$ cat config.mk
export PLATFORM = sky130hd
export DESIGN_NAME = gshare_predictor_ctrl
export DESIGN_NICKNAME = d
export VERILOG_FILES = /design/src/rtl/gshare_predictor_ctrl.sv
export SDC_FILE = /design/constraint.sdc
export NUM_CORES = 1
export LEC_CHECK = 0
export BUFFER_PORTS_ARGS = -buffer_cell sky130_fd_sc_hd__buf_2
export CAP_MARGIN = 20
export CORE_ASPECT_RATIO = 1.5
export CORE_MARGIN = 1
export CORE_UTILIZATION = 30
export DETAILED_ROUTE_END_ITERATION = 7
export GPL_ROUTABILITY_DRIVEN = 0
export GPL_TIMING_DRIVEN = 0
export SLEW_MARGIN = 20
export SYNTH_ARGS = -nofsm -noshare
export SYNTH_HDL_FRONTEND = slang
export SYNTH_SLANG_ARGS = --single-unit
$ cat constraint.sdc
create_clock -name clock -period 6.6 [get_ports clock]
set_input_delay 1.65 -clock clock [delete_from_list [all_inputs] [get_ports clock]]
set_output_delay 1.65 -clock clock [all_outputs]
set_load 0.01 [all_outputs]
$ cat src/rtl/gshare_predictor_ctrl.sv
// gshare_predictor_ctrl: gshare direction predictor. Owns a PHT of 2-bit
// saturating counters indexed by PC xor global history, keeps the
// speculative GHR (restored on mispredict) and sequences a table flush.
module gshare_predictor_ctrl #(
  parameter int unsigned PHT_ENTRIES = 64,
  parameter int unsigned HIST_BITS   = 6,
  parameter int unsigned PC_LSB      = 2
) (
  input  logic                 clock,
  input  logic                 reset,
  input  logic                 pred_valid,
  input  logic [31:0]          pred_pc,
  output logic                 pred_taken,
  output logic [HIST_BITS-1:0] pred_ghr,
  input  logic                 res_valid,
  input  logic [31:0]          res_pc,
  input  logic [HIST_BITS-1:0] res_ghr,
  input  logic                 res_taken,
  input  logic                 res_mispredict,
  input  logic                 flush_req,
  output logic                 busy
);

  localparam int unsigned CNT_W = 2;

  typedef enum logic [0:0] {
    IDLE  = 1'b0,
    FLUSH = 1'b1
  } state_t;

  state_t               state;
  logic [HIST_BITS-1:0] ghr;
  logic [HIST_BITS-1:0] flush_idx;
  logic [CNT_W-1:0]     pht [PHT_ENTRIES];

  logic [HIST_BITS-1:0] pred_idx_c;
  logic [HIST_BITS-1:0] upd_idx_c;
  logic [CNT_W-1:0]     upd_cur_c;
  logic [CNT_W-1:0]     upd_val_c;
  logic                 upd_en_c;
  logic                 clr_en_c;
  logic                 unused_pc_c;

  // PC bits outside the index window are intentionally ignored
  assign unused_pc_c = ^{pred_pc, res_pc};

  // Lookup: zero-latency read of the current table; forced to 0 while flushing
  assign pred_idx_c = pred_pc[PC_LSB +: HIST_BITS] ^ ghr;
  assign pred_taken = (state == IDLE) && pht[pred_idx_c][1];
  assign pred_ghr   = (state == IDLE) ? ghr : '0;

  // Resolution: saturating increment/decrement of the addressed counter
  always_comb begin
    upd_idx_c = res_pc[PC_LSB +: HIST_BITS] ^ res_ghr;
    upd_cur_c = pht[upd_idx_c];
    upd_val_c = upd_cur_c;
    if (res_taken) begin
      if (upd_cur_c != 2'b11) upd_val_c = CNT_W'(upd_cur_c + 2'd1);
    end else begin
      if (upd_cur_c != 2'b00) upd_val_c = CNT_W'(upd_cur_c - 2'd1);
    end
    upd_en_c = (state == IDLE) && res_valid;
    clr_en_c = (state == FLUSH);
  end

  // One counter per entry: flush clear, otherwise resolution write
  for (genvar g = 0; g < PHT_ENTRIES; g++) begin : g_pht
    logic [CNT_W-1:0] cnt;

    // Counter register for entry g
    always_ff @(posedge clock or posedge reset) begin
      if (reset) begin
        cnt <= '0;
      end else if (clr_en_c && (flush_idx == HIST_BITS'(g))) begin
        cnt <= '0;
      end else if (upd_en_c && (upd_idx_c == HIST_BITS'(g))) begin
        cnt <= upd_val_c;
      end
    end

    assign pht[g] = cnt;
  end

  // Control FSM: GHR speculation/restore in IDLE, entry-per-cycle flush sweep
  always_ff @(posedge clock or posedge reset) begin
    if (reset) begin
      state     <= IDLE;
      ghr       <= '0;
      flush_idx <= '0;
      busy      <= 1'b0;
    end else begin
      case (state)
        IDLE: begin
          if (res_valid && res_mispredict) begin
            ghr <= {res_ghr[HIST_BITS-2:0], res_taken};
          end else if (pred_valid) begin
            ghr <= {ghr[HIST_BITS-2:0], pred_taken};
          end
          // Flush start overrides any history update in the same cycle
          if (flush_req) begin
            state     <= FLUSH;
            busy      <= 1'b1;
            ghr       <= '0;
            flush_idx <= '0;
          end
        end
        FLUSH: begin
          flush_idx <= HIST_BITS'(flush_idx + 1'b1);
          if (flush_idx == HIST_BITS'(PHT_ENTRIES - 1)) begin
            state <= IDLE;
            busy  <= 1'b0;
          end
        end
        default: begin
          state <= IDLE;
          busy  <= 1'b0;
        end
      endcase
    end
  end

endmodule

* After elaboration in Yosys (flattened, before gate mapping)
Cells that the tools add are included.
** Cells by class
- Reductions and logical operators :: 201
- Equality and inequality tests :: 129
- Mux-type cells :: 149
- Order comparisons :: 2
- Add/subtract/negate cells :: 3
- Bitwise logic cells :: 5
** Operators by type and width (count)
- equality test 6 bit (second input constant) :: 64
- two-way mux 2 bit :: 135
- equality test 6 x 5 -> 1 bit (second input constant) :: 32
- logical AND 1 bit :: 131
- nonzero test 2 bit :: 65
- equality test 6 x 4 -> 1 bit (second input constant) :: 16
- equality test 6 x 3 -> 1 bit (second input constant) :: 8
- two-way mux 6 bit :: 5
- binary-select mux 2 bit (select 6 bit) :: 2
- equality test 6 x 2 -> 1 bit (second input constant) :: 4
- >= comparator 7 bit (second input constant) :: 2
- inverter 6 -> 7 bit :: 2
- equality test 6 x 1 -> 1 bit (second input constant) :: 2
- zero test 6 bit :: 2
- one-hot mux 6 bit (2 select lines) :: 1
- bitwise XOR 6 bit :: 2
- adder 6 x 1 -> 6 bit (second input constant) :: 1
- two-way mux 1 bit :: 4
- inequality test 2 bit (second input constant) :: 2
- one-hot mux 1 bit (2 select lines) :: 2
- AND reduction 2 bit :: 2
- nonzero test 3 bit :: 1
- adder 2 x 1 -> 2 bit (second input constant) :: 1
- inequality test 2 x 1 -> 1 bit (second input constant) :: 1
- 2 further kinds :: 2
** Word-level totals
- Register bits :: 142

* Depth between registers and ports, before layout
- Depth in word-level cells :: 10
- Mapped depth :: 10
- Gate-level depth less buffers :: 8

* Worst setup path after synthesis
OpenSTA, ideal clock, no wires.
- Kind :: input port to output port
- Start point :: in pred_pc[2]
- End point :: out pred_taken
- Stages :: 7
- Data required time :: 4950 ps
- Path buffers :: 1
- Arrival time :: 3948 ps
- Setup slack :: 1002 ps
- Path through :: xnor2_1 buf_4 mux4_2 mux4_2 mux2i_1 or3_1 o21ai_0
** On the way
- Cells in the longest elaborated chain, start to end :: 6
** Ends and longest elaborated chain
- start: declaration :: line 12 : input logic [31:0] pred_pc,
- bitwise XOR 6 bit :: line 48 : assign pred_idx_c = pred_pc[PC_LSB +: HIST_BITS] ^ ghr;
- inverter 6 -> 7 bit (implied by the code) :: line 49 : assign pred_taken = (state == IDLE) && pht[pred_idx_c][1];
- binary-select mux 2 bit (select 6 bit) :: line 49
- two-way mux 2 bit (implied by the code) (2 in series) :: line 49
- logical AND 1 bit :: line 49
- end: declaration :: line 13 : output logic pred_taken,
No other way between the ends. The select of a mux whose other input is x is not followed.

* Final worst setup path
- Start point :: in pred_pc[3]
- End point :: out pred_taken
The elaborated chain is that of the path after synthesis.

==> out/results.ini <==
[status]
outcome=completed

[sta]
setup_tns_ps=0
slew_headroom=0.310
hold_violations=0
maxSlewViolCount=0
timing.final.crit_period_ps=6500
rsz0062_at_grt=no
worst_pin_slew_ps=1030
setup_viol=0
max_freq_mhz=154
post-route-period-util=0.985
clock-skew-final_ps=11.5

[clock_tree]
cts_inserted_buffers=17
cts_setup_buffers=0
clockRootBuffer=clkbuf_16
clockBufferDepth=2
cts_sinks=142
cts_max_level=4
cts_hold_buf=0
tritoncts=done
cts_resized=0
clkTransAtPathRegs_ps=60
clock_latency_ps=440

[power_and_ir_drop]
seqPwrFrac=0.367
p_int_mw=1.68
p_switching_mw=0.870
clkPwrFrac=0.393
swShare=0.340
ir_drop_v=0.000189
power_density_nw_per_um2=278
p_leak_nw=3.71
comb_power_share=0.240

[placement]
hpwl_um=19800
portBuffers=32

[floorplanning]
die_area_sq_um=27200
io_pins=85
dieWidth_um=135
fp.coreArea_sq_um=25900
initial_core_util=0.307
rows=72
fp.dieH_um=201

[cells_and_area]
antenna_cells=0
syn_to_final_growth_pct=15.6
drive_above_1_share=0.191
fin_util=0.355
nNetsFinal=935

[logic_synthesis]
synth.avg_cell_area_sq_um=9.93
ys.flop_type=dfrtp_1
synth_commonest_cells=nand2_1, dfrtp_1, nand3_1
ys_seq_area_frac=0.447
syn_inst=801
yosysUniqueCellTypes=34
yosysMostFrequentCell=nand2_1
synth_edf_count=0
netlist.area_leader.share=0.447
synth_top_area_cell=dfrtp_1
ys.warnings.count=0
syn_nets=882
synthArstFlopShare=1.00
ys_top_cells_by_area=dfrtp_1, mux4_2, nand3_1
ys_seq_elements=142
netlist_area_sq_um=7960

[grt]
grt_max_degree=100
grt_overflow=0
antenna_found_initial=0
grt_pass1_wl_um=40200
grt.total_usage=0.203
grt_pass1_vias=6680

[setup_path]
crit_type=primary input to output port
endpoint_kind=output port
cp.arrival_ps=4850
r2r_start=ghr[1]
cp-start-kind=primary input
crit_required_ps=4950
cp_max_fo=10
crit_start=pred_pc[3]

[job]
cap_violations=0

[route]
dr.pass1.iters=5
vias_per_cell=5.65
wire_per_inst_um=22.1
dr_total_vias=6781
first_iter_violations=732
final_antenna_net_count=0
drc=0
wirelength_um=26500

[worst_hold_path]
worstHoldPathType=register to register
hold_path.startpoint=g_pht[49].cnt[0]

-- final timing paths --
path                                     to  slack [ps]  depth (start not counted)
max in group asynchronous  g_pht[28].cnt[1]        4590                          3
min reg2reg                g_pht[49].cnt[0]         490                          2
max                              pred_taken         100                          9
min in group asynchronous  g_pht[49].cnt[1]        1200                          2
max reg2reg                          ghr[0]        2820                          9
min                        g_pht[49].cnt[0]         490                          2
-- per-stage QoR --
stage	std cells	setup slack [ps]	cell area, sq um	hold slack (ps)	power (mW)
after floorplan	801	1000	7960	460	1.33
after global placement	1166	-729	8530	476	1.54
after detailed placement	1168	121	8590	485	1.56
after CTS	1200	163	9200	496	2.56
after global routing	1200	61.9	9200	510	2.65
final	1200	95.7	9200	494	2.55
-- worst max-delay path: stages --
cell      delay, ps
buf_2           100
xnor2_1         790
clkbuf_1        760
mux4_2          450
mux4_2          530
mux2i_1         180
or3_1           120
o21ai_0         110
buf_2           170
-- final cells by class --
type / instances / area, sq um
fillers: 2614 / 16700
multi-input cells: 618 / 4190
flip-flops and latches: 142 / 3550
clock buffers: 19 / 443
well taps: 333 / 417
plain buffers: 35 / 204
repair buffers: 34 / 195
clock inverters: 13 / 164
inverters: 6 / 30.0
-- sequential cells by signal, summed over array words and instances, names as in the netlist --
| register | cells |
|---|---|
| clr_en_c | 1 |
| g_pht.cnt | 128 |
| flush_idx | 6 |
| ghr | 6 |
| busy | 1 |
-- power by group through the flow --
stage	clock network [mW]	logic, mW	registers [mW]
after floorplan	0	0.381	0.944
after global placement	0	0.593	0.951
after detailed placement	0	0.603	0.953
after CTS	1.02	0.605	0.937
after global routing	1.05	0.655	0.942
final	1.00	0.614	0.938
-- routing by layer --
layer,vias up,GRT usage,share of wire,routed length [um]
met5,-,0,0,0
met4,0,0.153,0.073,1940
met3,99,0.0249,0.051,1340
met2,327,0.357,0.52,13700
met1,3326,0.219,0.36,9530
li1,3029,-,-,-
-- placed cells by master (no fill, tap or decap), types with 9 or more instances in the layout --
cell type	n
and2_1	13
buf_2	36
clkbuf_1	22
clkbuf_16	17
dfrtp_1	142
mux4_1	10
mux4_2	42
nand2_1	157
nand3_1	134
nor2_1	42
nor2b_1	12
o21ai_0	66
o21ai_1	33
o21ai_2	38
xnor2_1	9
-- cells by family after synthesis --
| kind of cell | after synthesis | synth area share |
|---|---|---|
| AO/OA/AOI/OAI | 157 | 0.119 |
| XOR/XNOR | 20 | 0.0230 |
| adder cells (fa/ha/maj) | 6 | 0.00943 |
| buffers and inverters | 41 | 0.0285 |
| flip-flops | 142 | 0.447 |
| multiplexers | 60 | 0.162 |
| AND/OR/NAND/NOR | 375 | 0.212 |
(Power assumes the default switching activity.)
